**src/rtl/mux2_arbiter.sv**
```systemverilog
// Two-requester round-robin arbiter feeding a registered output stage with valid/ready backpressure.
// Optional hold limit: define MUX2_ARBITER_HOLD_LIMIT_EN to force rotation after MAX_HOLD beats.
module mux2_arbiter #(
  parameter int WIDTH    = 8,
  parameter int MAX_HOLD = 4
) (
  input  logic             clk,
  input  logic             rst_n,
  input  logic             req0,
  input  logic             req1,
  input  logic [WIDTH-1:0] I0,
  input  logic [WIDTH-1:0] I1,
  output logic             gnt0,
  output logic             gnt1,
  output logic             ack0,
  output logic             ack1,
  output logic             sel,
  output logic [WIDTH-1:0] out,
  output logic             out_valid,
  input  logic             out_ready
);

  typedef enum logic [1:0] {
    IDLE   = 2'd0,
    GRANT0 = 2'd1,
    GRANT1 = 2'd2
  } state_t;

  state_t           r_state;
  state_t           w_next_state;
  logic             r_last_owner;
  logic             r_sel;
  logic             r_out_valid;
  logic [WIDTH-1:0] r_out;
  logic             w_load_en;
  logic             w_ack0;
  logic             w_ack1;
  logic             w_ack;
  logic             w_force;

  if (MAX_HOLD < 1) begin : g_bad_hold
    $error("mux2_arbiter: MAX_HOLD must be at least 1");
  end

  assign w_load_en = !r_out_valid || out_ready;
  assign w_ack0    = (r_state == GRANT0) && req0 && w_load_en;
  assign w_ack1    = (r_state == GRANT1) && req1 && w_load_en;
  assign w_ack     = w_ack0 || w_ack1;

`ifdef MUX2_ARBITER_HOLD_LIMIT_EN
  localparam int CW = $clog2(MAX_HOLD + 1);
  localparam logic [CW-1:0] HOLD_MAX = CW'(MAX_HOLD);

  logic [CW-1:0] r_hold_cnt;
  logic          w_limit;

  // The limit is reached either already (saturated) or by the beat being taken now.
  assign w_limit = (r_hold_cnt == HOLD_MAX) ||
                   (w_ack && (r_hold_cnt == (HOLD_MAX - CW'(1))));
  assign w_force = w_limit && (((r_state == GRANT0) && req1) ||
                               ((r_state == GRANT1) && req0));

  // Per-grant beat counter, cleared on every grant change, saturating at MAX_HOLD.
  always_ff @(posedge clk or negedge rst_n) begin
    if (!rst_n) begin
      r_hold_cnt <= '0;
    end else if (w_next_state != r_state) begin
      r_hold_cnt <= '0;
    end else if (w_ack && (r_hold_cnt != HOLD_MAX)) begin
      r_hold_cnt <= r_hold_cnt + CW'(1);
    end else begin
      r_hold_cnt <= r_hold_cnt;
    end
  end
`else
  assign w_force = 1'b0;
`endif

  // Next-state arbitration.
  always_comb begin
    w_next_state = r_state;
    case (r_state)
      IDLE: begin
        if (req0 && req1) begin
          w_next_state = r_last_owner ? GRANT0 : GRANT1;
        end else if (req0) begin
          w_next_state = GRANT0;
        end else if (req1) begin
          w_next_state = GRANT1;
        end else begin
          w_next_state = IDLE;
        end
      end
      GRANT0: begin
        if (req0 && !w_force) begin
          w_next_state = GRANT0;
        end else if (req1) begin
          w_next_state = GRANT1;
        end else begin
          w_next_state = IDLE;
        end
      end
      GRANT1: begin
        if (req1 && !w_force) begin
          w_next_state = GRANT1;
        end else if (req0) begin
          w_next_state = GRANT0;
        end else begin
          w_next_state = IDLE;
        end
      end
      default: w_next_state = IDLE;
    endcase
  end

  // State register; last_owner and sel follow the grant being entered, held through IDLE.
  always_ff @(posedge clk or negedge rst_n) begin
    if (!rst_n) begin
      r_state      <= IDLE;
      r_last_owner <= 1'b1;
      r_sel        <= 1'b0;
    end else begin
      r_state <= w_next_state;
      if (w_next_state == GRANT0) begin
        r_last_owner <= 1'b0;
        r_sel        <= 1'b1;
      end else if (w_next_state == GRANT1) begin
        r_last_owner <= 1'b1;
        r_sel        <= 1'b0;
      end else begin
        r_last_owner <= r_last_owner;
        r_sel        <= r_sel;
      end
    end
  end

  // Output stage: load on ack, drain when the sink accepts and nothing replaces the beat.
  always_ff @(posedge clk or negedge rst_n) begin
    if (!rst_n) begin
      r_out       <= '0;
      r_out_valid <= 1'b0;
    end else if (w_ack) begin
      r_out       <= r_sel ? I0 : I1;
      r_out_valid <= 1'b1;
    end else if (out_ready) begin
      r_out       <= r_out;
      r_out_valid <= 1'b0;
    end else begin
      r_out       <= r_out;
      r_out_valid <= r_out_valid;
    end
  end

  assign gnt0      = (r_state == GRANT0);
  assign gnt1      = (r_state == GRANT1);
  assign ack0      = w_ack0;
  assign ack1      = w_ack1;
  assign sel       = r_sel;
  assign out       = r_out;
  assign out_valid = r_out_valid;

endmodule
```
**config.mk**
```make
export PLATFORM = sky130hd
export DESIGN_NAME = mux2_arbiter
export DESIGN_NICKNAME = d
export VERILOG_FILES = /design/src/rtl/mux2_arbiter.sv
export SDC_FILE = /design/constraint.sdc
export NUM_CORES = 1
export LEC_CHECK = 0
export CORE_MARGIN = 1
export CORE_UTILIZATION = 35
export DETAILED_ROUTE_END_ITERATION = 16
export GPL_ROUTABILITY_DRIVEN = 0
export PLACE_DENSITY_LB_ADDON = 0.3
export SYNTH_ARGS = -nofsm -noshare
export SYNTH_HDL_FRONTEND = slang
export SYNTH_SLANG_ARGS = --single-unit
```
**constraint.sdc**
```tcl
create_clock -name clk -period 1.6 [get_ports clk]
set_clock_uncertainty 0.2 [all_clocks]
set_input_delay 0.32 -clock clk [delete_from_list [all_inputs] [get_ports clk]]
set_output_delay 0.32 -clock clk [all_outputs]
set_load 0.05 [all_outputs]
```
==> results of run 1 <==
[routing by layer]
metal	up-vias	share of wire, %	GRT usage (%)	wire length [um]
met4	0	2.7	11.76	59
li1	288	-	-	-
met1	305	39	29.06	852
met5	-	0	0	0
met3	6	3.7	2.353	82
met2	21	55	43.89	1218
[layout make-up]
type / count / area share, %
inverters: 2 / 0.4967
well taps: 25 / 2.070
flip-flops and latches: 13 / 22.10
repair buffers: 49 / 42.47
multi-input cells: 36 / 31.13
clock buffers: 4 / 1.738
[worst paths after layout]
path / slack (ns) / start / to
worst min-delay path: 0.17 / rst_n / out[6]$_DFFE_PN0P_
worst min register to register: 0.29 / r_last_owner$_DFFE_PN1P_ / r_last_owner$_DFFE_PN1P_
worst max register to register: -0.21 / r_state[0]$_DFF_PN0_ / sel$_DFFE_PN0P_
min in group clk: 0.29 / r_last_owner$_DFFE_PN1P_ / r_last_owner$_DFFE_PN1P_
worst max-delay path: -0.22 / out_ready / ack1
max in group asynchronous: 0.80 / rst_n / r_last_owner$_DFFE_PN1P_
[power by group through the flow]
stage	logic [mW]	registers, mW	clock network [mW]
finish	1.84	0.707	0.199
floorplan	0.530	1.01	0
detailed placement	1.72	0.697	0
global placement	1.69	0.685	0
CTS	1.82	0.695	0.217
global route	1.91	0.725	0.220
[kinds of logic (layout without fill, tap and decap cells)]
family                   Yosys count  count (layout)
AO/OA/AOI/OAI                      5               5
adder cells (fa/ha/maj)            2               2
buffers and inverters              3              55
flip-flops                        13              13
multiplexers                      18              18
AND/OR/NAND/NOR                   11              11
[layout by cell type (no fill, tap or decap), drive strengths merged, types with 3 or more instances in the layout]
master / count
clkdlybuf4s50: 18
dfrtp: 12
clkbuf: 4
mux2: 17
nor2: 5
buf: 29
nand3b: 3
[synthesized netlist by cell type]
cell type  number  share of area [%]
dfrtp_1        12                 43
nor2_1          5                2.7
a21oi_4         1                2.4
nand3b_4        2                5.8
o21a_1          1                1.1
dfstp_2         1                3.8
ha_1            2                3.6
mux2i_1         1                1.4
o22ai_1         1               0.90
and2b_2         1                1.3
o21ai_0         1               0.72
inv_1           2                1.1
nor2b_1         1               0.90
clkbuf_1        1               0.54
and2_1          1               0.90
nand3b_1        1                1.1
a21oi_1         1               0.72
mux2_2         17                 28
[registers in the layout (all words and copies together), names as in the netlist]
signal        flops
out               8
r_state           2
out_valid         1
sel               1
r_last_owner      1
[per-stage QoR]
step	hold slack [ns]	instances	TNS, ns
3_3_place_gp	0.2763	122	-3.967
3_5_place_dp	0.2835	122	-4.455
6_report	0.1665	129	-1.903
5_1_grt	0.1755	129	-2.487
4_1_cts	0.1517	128	-1.643
2_1_floorplan	-0.1756	52	-0.1128
[repair_timing]
item,CTS,global route
gates resized for setup,15,3
setup buffers,2,1
endpoints found under the setup margin,14,15
pin swaps,2,3
==> flow_summary.toml, run 1 <==
[detailed_routing]
drc = 0
drtIter0Drc = 9
routed_wl_um = 2211
vias = 620
via_per_inst = 4.806
wl_per_cell_um = 17.14
drt_pass1_iterations = 2
detail-route-antenna-nets = 0

[pwr]
clock_power_share_pct = 7.2
power.density_nw_per_um2 = 1816
p_leak_nw = 0.6957
power.switching_mw = 1.108
p_total_mw = 2.745
pwr-share-comb_pct = 67.0
p_sw_share_pct = 40.36
pwr-share-seq_pct = 25.7
vdd_drop_max_mv = 1.655
intPower_mw = 1.637

[placed_design]
io_buffers = 34
place_ws_ns = -0.4357
hpwlAfterDp_um = 1546
dpl_cell_area_um2 = 1406

[global_route]
grt_pass1_vias = 681
gr-usage-all-layers_pct = 24.63
antenna_found_initial = 0
grt_pass1_wl_um = 3512
grt_max_degree = 14
overflow = 0

[synthesis]
netlist_instances = 52
yosys_warnings = 0
netlist_area_um2 = 691.9
synth_mux_area_share_pct = 29.11
synthSimpleGateAreaFrac_pct = 12.66
ys_seq_area_share_pct = 47.20
synth_top_family_by_area = "multiplexers"
synth_nets = 75
yosys.area_share.xor_xnor_pct = 0
synth_compound_area_share_pct = 5.787
synth.avg_cell_area_um2 = 13.31
synthAdderAreaFrac_pct = 3.617
ys_ff_latch = 13
yosysUniqueCellTypes = 18

[sta]
fmax_mhz = 549.7
post-route-min-period_ns = 1.819
setup_violations = 14
rsz0062_at_grt = "true"
timing.final.ws_setup_ns = -0.2191
slew_viol_final = 0
tightest_slew_ns = 0.2304
hold_viol = 0
period_share_pct = 113.7
slew_headroom_pct = 84.64

[setup_path]
path_cells = "clkdlybuf4s50_1 > nor2b_4 > buf_12 > nor2_4 > buf_12"
max_stage_delay_ns = 0.51
cp_max_fo = 3
cpMostUsedCell = "buf_12"
crit_buf_inv = 3
start_kind = "input pin"
arrival_ns = 1.30
crit_slowest_cell = "clkdlybuf4s50_1"
critical_path_class = "in2out"
worst_setup_path_end_kind = "output port"
path_depth = 5
crit_family = "buffers and inverters"
worst_ep_required_time_ns = 1.08
rr_worst_depth = 6

[floorplanning]
die_width_um = 46.46
core_um2 = 1783
dieArea_um2 = 2159
pin_count = 35
dieHeight_um = 46.46
start_util_pct = 38.81
row_count = 15

[hold_path]
hold_class = "in2async"

[cells_and_area]
area_growth_pct = 118.4
multi_input_area_um2 = 470.5
nNetsFinal = 128
post-route-util_pct = 84.77
n_antenna_cell = 0
final_area_um2 = 1511
drive_above_1_share_pct = 64.42
fill_cells = 76
seqCellArea_um2 = 334.1

[status]
status = "finished, violations left"
violations = "setup timing"

[clock_tree]
clk_latency_ns = 0.27
clk_pin_slew_ns = 0.08
cts_tree = "built"
clockBufferDepth = 2
root_buffer = "clkbuf_4"
cts_buffers = 3
holdBufCountCts = 0
cts-htree-levels = 1
cts.sinks = 13

[job]
max-cap-violations = 0
No activity file was read; power rests on OpenSTA's default activity.
==> inputs of run 2 (changes only) <==
--- a/config.mk
+++ b/config.mk
@@ -7,6 +7,7 @@
 export LEC_CHECK = 0
 export CORE_MARGIN = 1
 export CORE_UTILIZATION = 35
+export CTS_CLUSTER_DIAMETER = 40
 export DETAILED_ROUTE_END_ITERATION = 16
 export GPL_ROUTABILITY_DRIVEN = 0
 export PLACE_DENSITY_LB_ADDON = 0.3
==> results of run 2 <==
No change in the layout: final DEF, timing and power equal those of run 1.
==> patch 1 (flow settings as in run 1) <==
Set the parameter `WIDTH` to 9 (it was 8).
--- a/src/rtl/mux2_arbiter.sv
+++ b/src/rtl/mux2_arbiter.sv
@@ -1,7 +1,7 @@
 // Two-requester round-robin arbiter feeding a registered output stage with valid/ready backpressure.
 // Optional hold limit: define MUX2_ARBITER_HOLD_LIMIT_EN to force rotation after MAX_HOLD beats.
 module mux2_arbiter #(
-  parameter int WIDTH    = 8,
+  parameter int WIDTH    = 9,
   parameter int MAX_HOLD = 4
 ) (
   input  logic             clk,
Ports: changed (resized I0, I1 and out); port bits go from 35 to 38. No check against the original RTL was run, so the function may have changed too.
==> patch 1 against run 1 <==
  * The run still ends with negative setup slack left
  * Routed wire length is 23% higher
  * Total power grew 16%
  * Die area increased by 6.6%
  * Synthesized area up 6.9%
  * Utilization up 2.0 points
  * Clock power grew 36%
  * Setup slack got worse by 0.063 ns
  * Sequential cell count up 1
  * Register-to-register slack got worse by 0.07 ns
  * First-iteration DRC count grew 22%
  * Design area increased by 14%
  * Sequential power is 3.3% higher
  * Combinational power increased by 19%
==> patch 1: results (changes against run 1) <==
Run status
  • Status: complete, but fails checks
  • Violations in the final reports: negative setup slack

Place
  • I/O Buffers: 37 (+8.8%)
  • HPWL Detailed: 1560 µm (+0.60%)
  • Count of placed standard cells including taps: 131 (+7.4%)
  • Worst slack at placement: -0.439 ns (-0.00287 ns)

Global routing
  • Number of global-route vias before repair: 717 (+5.3%)
  • Global Route Usage Sum: 0.228 (-0.0180)
  • Pin count of the biggest net entering global routing: 15 (+1)
  • First-pass GRT wire length: 3430 µm (-2.4%)
  • Antenna violations before repair: 0 (unchanged)

Job
  • Max Cap Viol: 0 (unchanged)

Final layout
  • ANT cells: 0 (unchanged)
  • Count of nets after finishing: 146 (+14%)
  • Layout cells sized above 1: 0.683 (+0.0391)
  • Flip-flop count of the largest register, all copies and words added: 9 (+1)
  • Fill cell instance count of the final layout: 79 (+3.9%)

Timing
  • Slew at the pin with the worst max-slew slack: 0.251 ns (+0.0205 ns)
  • Final worst slack: -0.282 ns (-0.0627 ns)
  • Final Setup Violations: 15 (+1)

Synth
  • Cells after Synth: 55 (+5.8%)
  • Post-synthesis compound-gate area fraction: 0.0541 (-0.00372)
  • Sequential cell area fraction in the yosys report: 0.475 (+0.00349)
  • Synthesis warning total: 0 (unchanged)
  • Mapped Nets: 80 (+6.7%)
  • Mux cell area share after synthesis: 0.303 (+0.0117)
  • Top post-synthesis cells by count: sky130_fd_sc_hd__mux2_2 (19), sky130_fd_sc_hd__dfrtp_1 (13), sky130_fd_sc_hd__nor2_1 (5)
  • Combinational family with the most area after synthesis: multiplexers
  • Top area cells in the synthesized netlist: sky130_fd_sc_hd__dfrtp_1 (44%), sky130_fd_sc_hd__mux2_2 (29%), sky130_fd_sc_hd__nand3b_4 (5.4%), sky130_fd_sc_hd__dfstp_2 (3.6%), sky130_fd_sc_hd__ha_1 (3.4%)
  • Adder and majority gate portion of the synthesized area: 0.0338 (-0.00233)

Worst setup path
  • CP arrival: 1.36 ns (+0.06 ns)
  • Crit path max fanout: 5 (+2)
  • Standard cell with the maximum stage delay on the critical path: sky130_fd_sc_hd__dfrtp_2
  • Longest individual stage delay on the worst path: 0.47 ns (-0.04 ns)
  • Worst Path Class, Setup: register to primary output

Route
  • Mean routed wirelength per cell: 18.5 µm (+8.0%)
  • 1st-iter DRT viols: 11 (+2)
  • DRC Markers: 0 (unchanged)
  • Drt pass-1 iters: 4 (+2)
  • Per-cell via count in the routed design: 4.81 (about the same)
  • Routed vias: 707 (+14%)

Clock tree
  • Clock transition at the registers of the reported paths: 0.09 ns
  • Count of hold-fix buffers inserted at cts: 0 (unchanged)
  • Clock latency on the worst-skew pair: 0.30 ns (+0.03 ns)

Power and ir drop
  • Peak supply drop: 1430 µV (-13%)
  • Leak pwr: 0.794 nW (+14%)
## patch 1: area by class of cell
class,instances,area share
Timing Repair Buffer,62,0.448
Clock buffer,4,0.0211
Tap cell,27,0.0196
Sequential cell,14,0.209
Multi-Input combinational cell,38,0.297
Inverter,2,0.00582
## patch 1: through the flow
| stage | TNS, ns | cell area, µm² | power [mW] |
|---|---|---|---|
| after floorplan | -0.263 | 870 | 1.72 |
| after global placement | -4.26 | 1510 | 2.60 |
| after detailed placement | -4.78 | 1510 | 2.65 |
| after CTS | -2.36 | 1670 | 3.11 |
| after global routing | -3.78 | 1720 | 3.29 |
| final | -3.41 | 1720 | 3.19 |
## patch 1: path summary, 6_finish.rpt
| kind | endpoint | cells after the start | slack (ns) |
|---|---|---|---|
| min in group clk | r_last_owner | 2 | 0.34 |
| min | out[5] | 2 | 0.12 |
| max | ack1 | 4 | -0.28 |
| min reg2reg | r_last_owner | 2 | 0.34 |
| max reg2reg | sel | 6 | -0.28 |
| max in group asynchronous | r_last_owner | 2 | 0.82 |
## patch 1: repair_timing
item / CTS / global route
gates cloned: 1 / 0
pin swaps: 5 / 3
endpoints found under the hold margin: 0 / 0
gates resized for setup: 12 / 6
setup endpoints to repair: 16 / 15
buffers inserted: 6 / 5
## patch 1: logic make-up (layout without fill, tap and decap cells)
| logic type | after synthesis | count (layout) |
|---|---|---|
| multiplexers | 20 | 20 |
| flip-flops | 14 | 14 |
| AND/OR/NAND/NOR | 11 | 11 |
| AO/OA/AOI/OAI | 5 | 5 |
| buffers and inverters | 3 | 68 |
| adder cells (fa/ha/maj) | 2 | 2 |
## patch 1: report_power, final
group / leakage, nW / internal (mW) / switching, mW
combinational: 0.611 / 1.24 / 0.953
sequential: 0.162 / 0.528 / 0.202
clock: 0.0210 / 0.139 / 0.131
## patch 1: worst max-delay path: cells and delay by family (launching register included)
kind	cells	cell delay, ns
simple gates	2	0.31
flops	1	0.47
buf+inv	2	0.27
## patch 1: per-layer routing
| metal | part of all wire | up-vias | global-route usage |
|---|---|---|---|
| li1 | - | 327 | - |
| met1 | 0.41 | 353 | 0.257 |
| met2 | 0.53 | 23 | 0.414 |
| met3 | 0.037 | 4 | 0.0528 |
| met4 | 0.016 | 0 | 0.0889 |
| met5 | 0 | - | 0 |
==> patch 2 (flow settings as in run 1) <==
Without the edit above. Encoding of `state_t`: now one-hot (3 bits for 3 states).
--- a/src/rtl/mux2_arbiter.sv
+++ b/src/rtl/mux2_arbiter.sv
@@ -20,10 +20,10 @@
   input  logic             out_ready
 );
 
-  typedef enum logic [1:0] {
-    IDLE   = 2'd0,
-    GRANT0 = 2'd1,
-    GRANT1 = 2'd2
+  typedef enum logic [2:0] {
+    IDLE   = 3'b001,
+    GRANT0 = 3'b010,
+    GRANT1 = 3'b100
   } state_t;
 
   state_t           r_state;
Check against the original RTL: same outputs for any inputs over 10 cycles, from zero or initial values and one cycle with rst_n low; not proved beyond that.
==> patch 2 against run 1 <==
  * The run still ends with negative setup slack left
  * Setup slack worse by 0.032 ns
  * Synthesized area up 15%
  * Sequential cell count up 1
  * Design area down 0.74%
  * Routed wire length down 17%
  * Count of clock-buffer cells in the layout unchanged
  * Total power up 17%
  * Critical endpoint unchanged
==> patch 2: results (changes against run 1) <==
Run status
  • Status: complete, but fails checks
  • Violations in the final reports: negative setup slack

Synth
  • Cells after Synth: 57 (+9.6%)
  • Sequential cell area fraction in the yosys report: 0.442 (-0.0300)
  • Count of unique library cells instantiated by Yosys: 25 (+7)
  • Top post-synthesis cells by count: sky130_fd_sc_hd__dfrtp_1 (12), sky130_fd_sc_hd__mux2_2 (8), sky130_fd_sc_hd__mux2_4 (8)
  • Xor and xnor area share after synthesis: 0.0110 (+0.0110)
  • Post-synthesis compound-gate area fraction: 0.0862 (+0.0283)
  • Top area cells in the synthesized netlist: sky130_fd_sc_hd__dfrtp_1 (38%), sky130_fd_sc_hd__mux2_4 (15%), sky130_fd_sc_hd__mux2_2 (11%), sky130_fd_sc_hd__dfstp_2 (6.6%), sky130_fd_sc_hd__nor3b_4 (4.7%)
  • Mapped Nets: 78 (+4.0%)
  • Mux cell area share after synthesis: 0.263 (-0.0278)
  • Adder and majority gate portion of the synthesized area: 0 (-0.0362)

Global routing
  • Routing usage on met2: 0.270 (-0.169)
  • First-pass GRT wire length: 3020 µm (-14%)
  • Global-route met1 utilization: 0.214 (-0.0770)
  • Global-route track usage on met3: 0.0463 (+0.0228)
  • Number of global-route vias before repair: 669 (-1.8%)
  • Global Route Usage Sum: 0.164 (-0.0828)

Timing
  • Max-Slew Margin vs Limit: 0.835 (-0.0110)
  • Final worst slack: -0.251 ns (-0.0318 ns)
  • Final Setup Violations: 13 (-1)
  • Accumulated negative setup slack: -2.62 ns (-0.716 ns)

Worst setup path
  • Crit path launch: r_state[1]
  • CP arrival: 1.33 ns (+0.03 ns)
  • Origin of the critical flop-to-flop path: r_state[2]
  • Crit path max fanout: 3 (unchanged)
  • Reg-to-Reg End: out[3]

Route
  • Drt pass-1 iters: 4 (+2)
  • M1 WL: 722 µm (-15%)
  • Detailed route wirelength on metal3: 63 µm (-23%)
  • Per-cell via count in the routed design: 4.62 (-3.9%)
  • Mean routed wirelength per cell: 13.5 µm (-21%)
  • Met2 layer wire length in the routed design: 1040 µm (-15%)
  • 1st-iter DRT viols: 4 (-5)
  • Uppermost signal routing layer after detailed routing: met4

Place
  • Count of placed standard cells including taps: 125 (+2.5%)
  • HPWL Detailed: 1430 µm (-7.3%)

Power and ir drop
  • Leak pwr: 0.640 nW (-8.0%)
  • Peak supply drop: 1450 µV (-12%)

Final layout
  • Layout cells sized above 1: 0.606 (-0.0387)
  • Number of standard cells in the layout, taps in and fillers out: 136 (+5.4%)
-- patch 2: cell count changes in the layout (fill, tap and decap cells not counted), moves of 2 or more --
cell                              delta
sky130_fd_sc_hd__buf_12              -2
sky130_fd_sc_hd__buf_4               +5
sky130_fd_sc_hd__buf_6               -3
sky130_fd_sc_hd__clkdlybuf4s50_1     +2
sky130_fd_sc_hd__clkinvlp_4          +2
sky130_fd_sc_hd__dfrtp_1             +2
sky130_fd_sc_hd__dlygate4sd2_1       -2
sky130_fd_sc_hd__mux2_2              +8
sky130_fd_sc_hd__mux2_4              -9
sky130_fd_sc_hd__nand3_4             +2
sky130_fd_sc_hd__nand3b_4            -2
sky130_fd_sc_hd__nor2_4              -3
sky130_fd_sc_hd__nor3b_4             +2
-- patch 2: through the flow --
step                       util  cell area [µm²]  total power [mW]  worst slack [ns]
after floorplan               -              808              1.87            -0.427
after global placement    0.675             1380              2.79            -0.321
after detailed placement  0.675             1380              2.83            -0.365
after CTS                 0.724             1480              3.19            -0.279
after global routing      0.735             1500              3.36            -0.323
final                     0.735             1500              3.21            -0.251
-- patch 2: how the worst min path moves through the flow --
stage,startpoint,end,slack (ns),cells past startpoint
2_1_floorplan,rst_n,out[0],-0.18,0
4_1_cts,rst_n,out[1],0.16,2
5_1_grt,rst_n,out[1],0.16,2
6_report,rst_n,out[1],0.15,2
3_3_place_gp,r_last_owner,r_last_owner,0.31,1
3_5_place_dp,r_last_owner,r_last_owner,0.33,1
-- patch 2: worst max-delay path, cell delays in order, from the launching register on --
cell	delay, ns
sky130_fd_sc_hd__dfrtp_2	0.44
sky130_fd_sc_hd__nor3b_4	0.26
sky130_fd_sc_hd__nand3_4	0.12
sky130_fd_sc_hd__clkinvlp_4	0.10
sky130_fd_sc_hd__buf_12	0.13
-- patch 2: layout make-up --
cell class	instances	area (µm²)
repair buffers	49	608
clock buffers	4	36.3
inverters	4	22.5
multi-input cells	38	444
flip-flops and latches	14	355
fillers	143	542
well taps	27	33.8
-- patch 2: logic make-up (layout without fill, tap and decap cells) --
| family | after synthesis | count (layout) |
|---|---|---|
| buffers and inverters | 5 | 57 |
| flip-flops | 14 | 14 |
| AND/OR/NAND/NOR | 13 | 13 |
| AO/OA/AOI/OAI | 8 | 8 |
| multiplexers | 16 | 16 |
| XOR/XNOR | 1 | 1 |
-- patch 2: repair_timing --
action,4_1_cts,5_1_grt
resized for setup,5,3
endpoints found under the setup margin,13,15
pin swaps,5,8
setup buffers,6,1
-- patch 2: power breakdown --
group | switching [mW] | internal (mW) | total, mW
Sequential | 0.205 | 0.560 | 0.766
Clock | 0.113 | 0.139 | 0.252
Combinational | 0.991 | 1.21 | 2.20
Total | 1.31 | 1.90 | 3.21
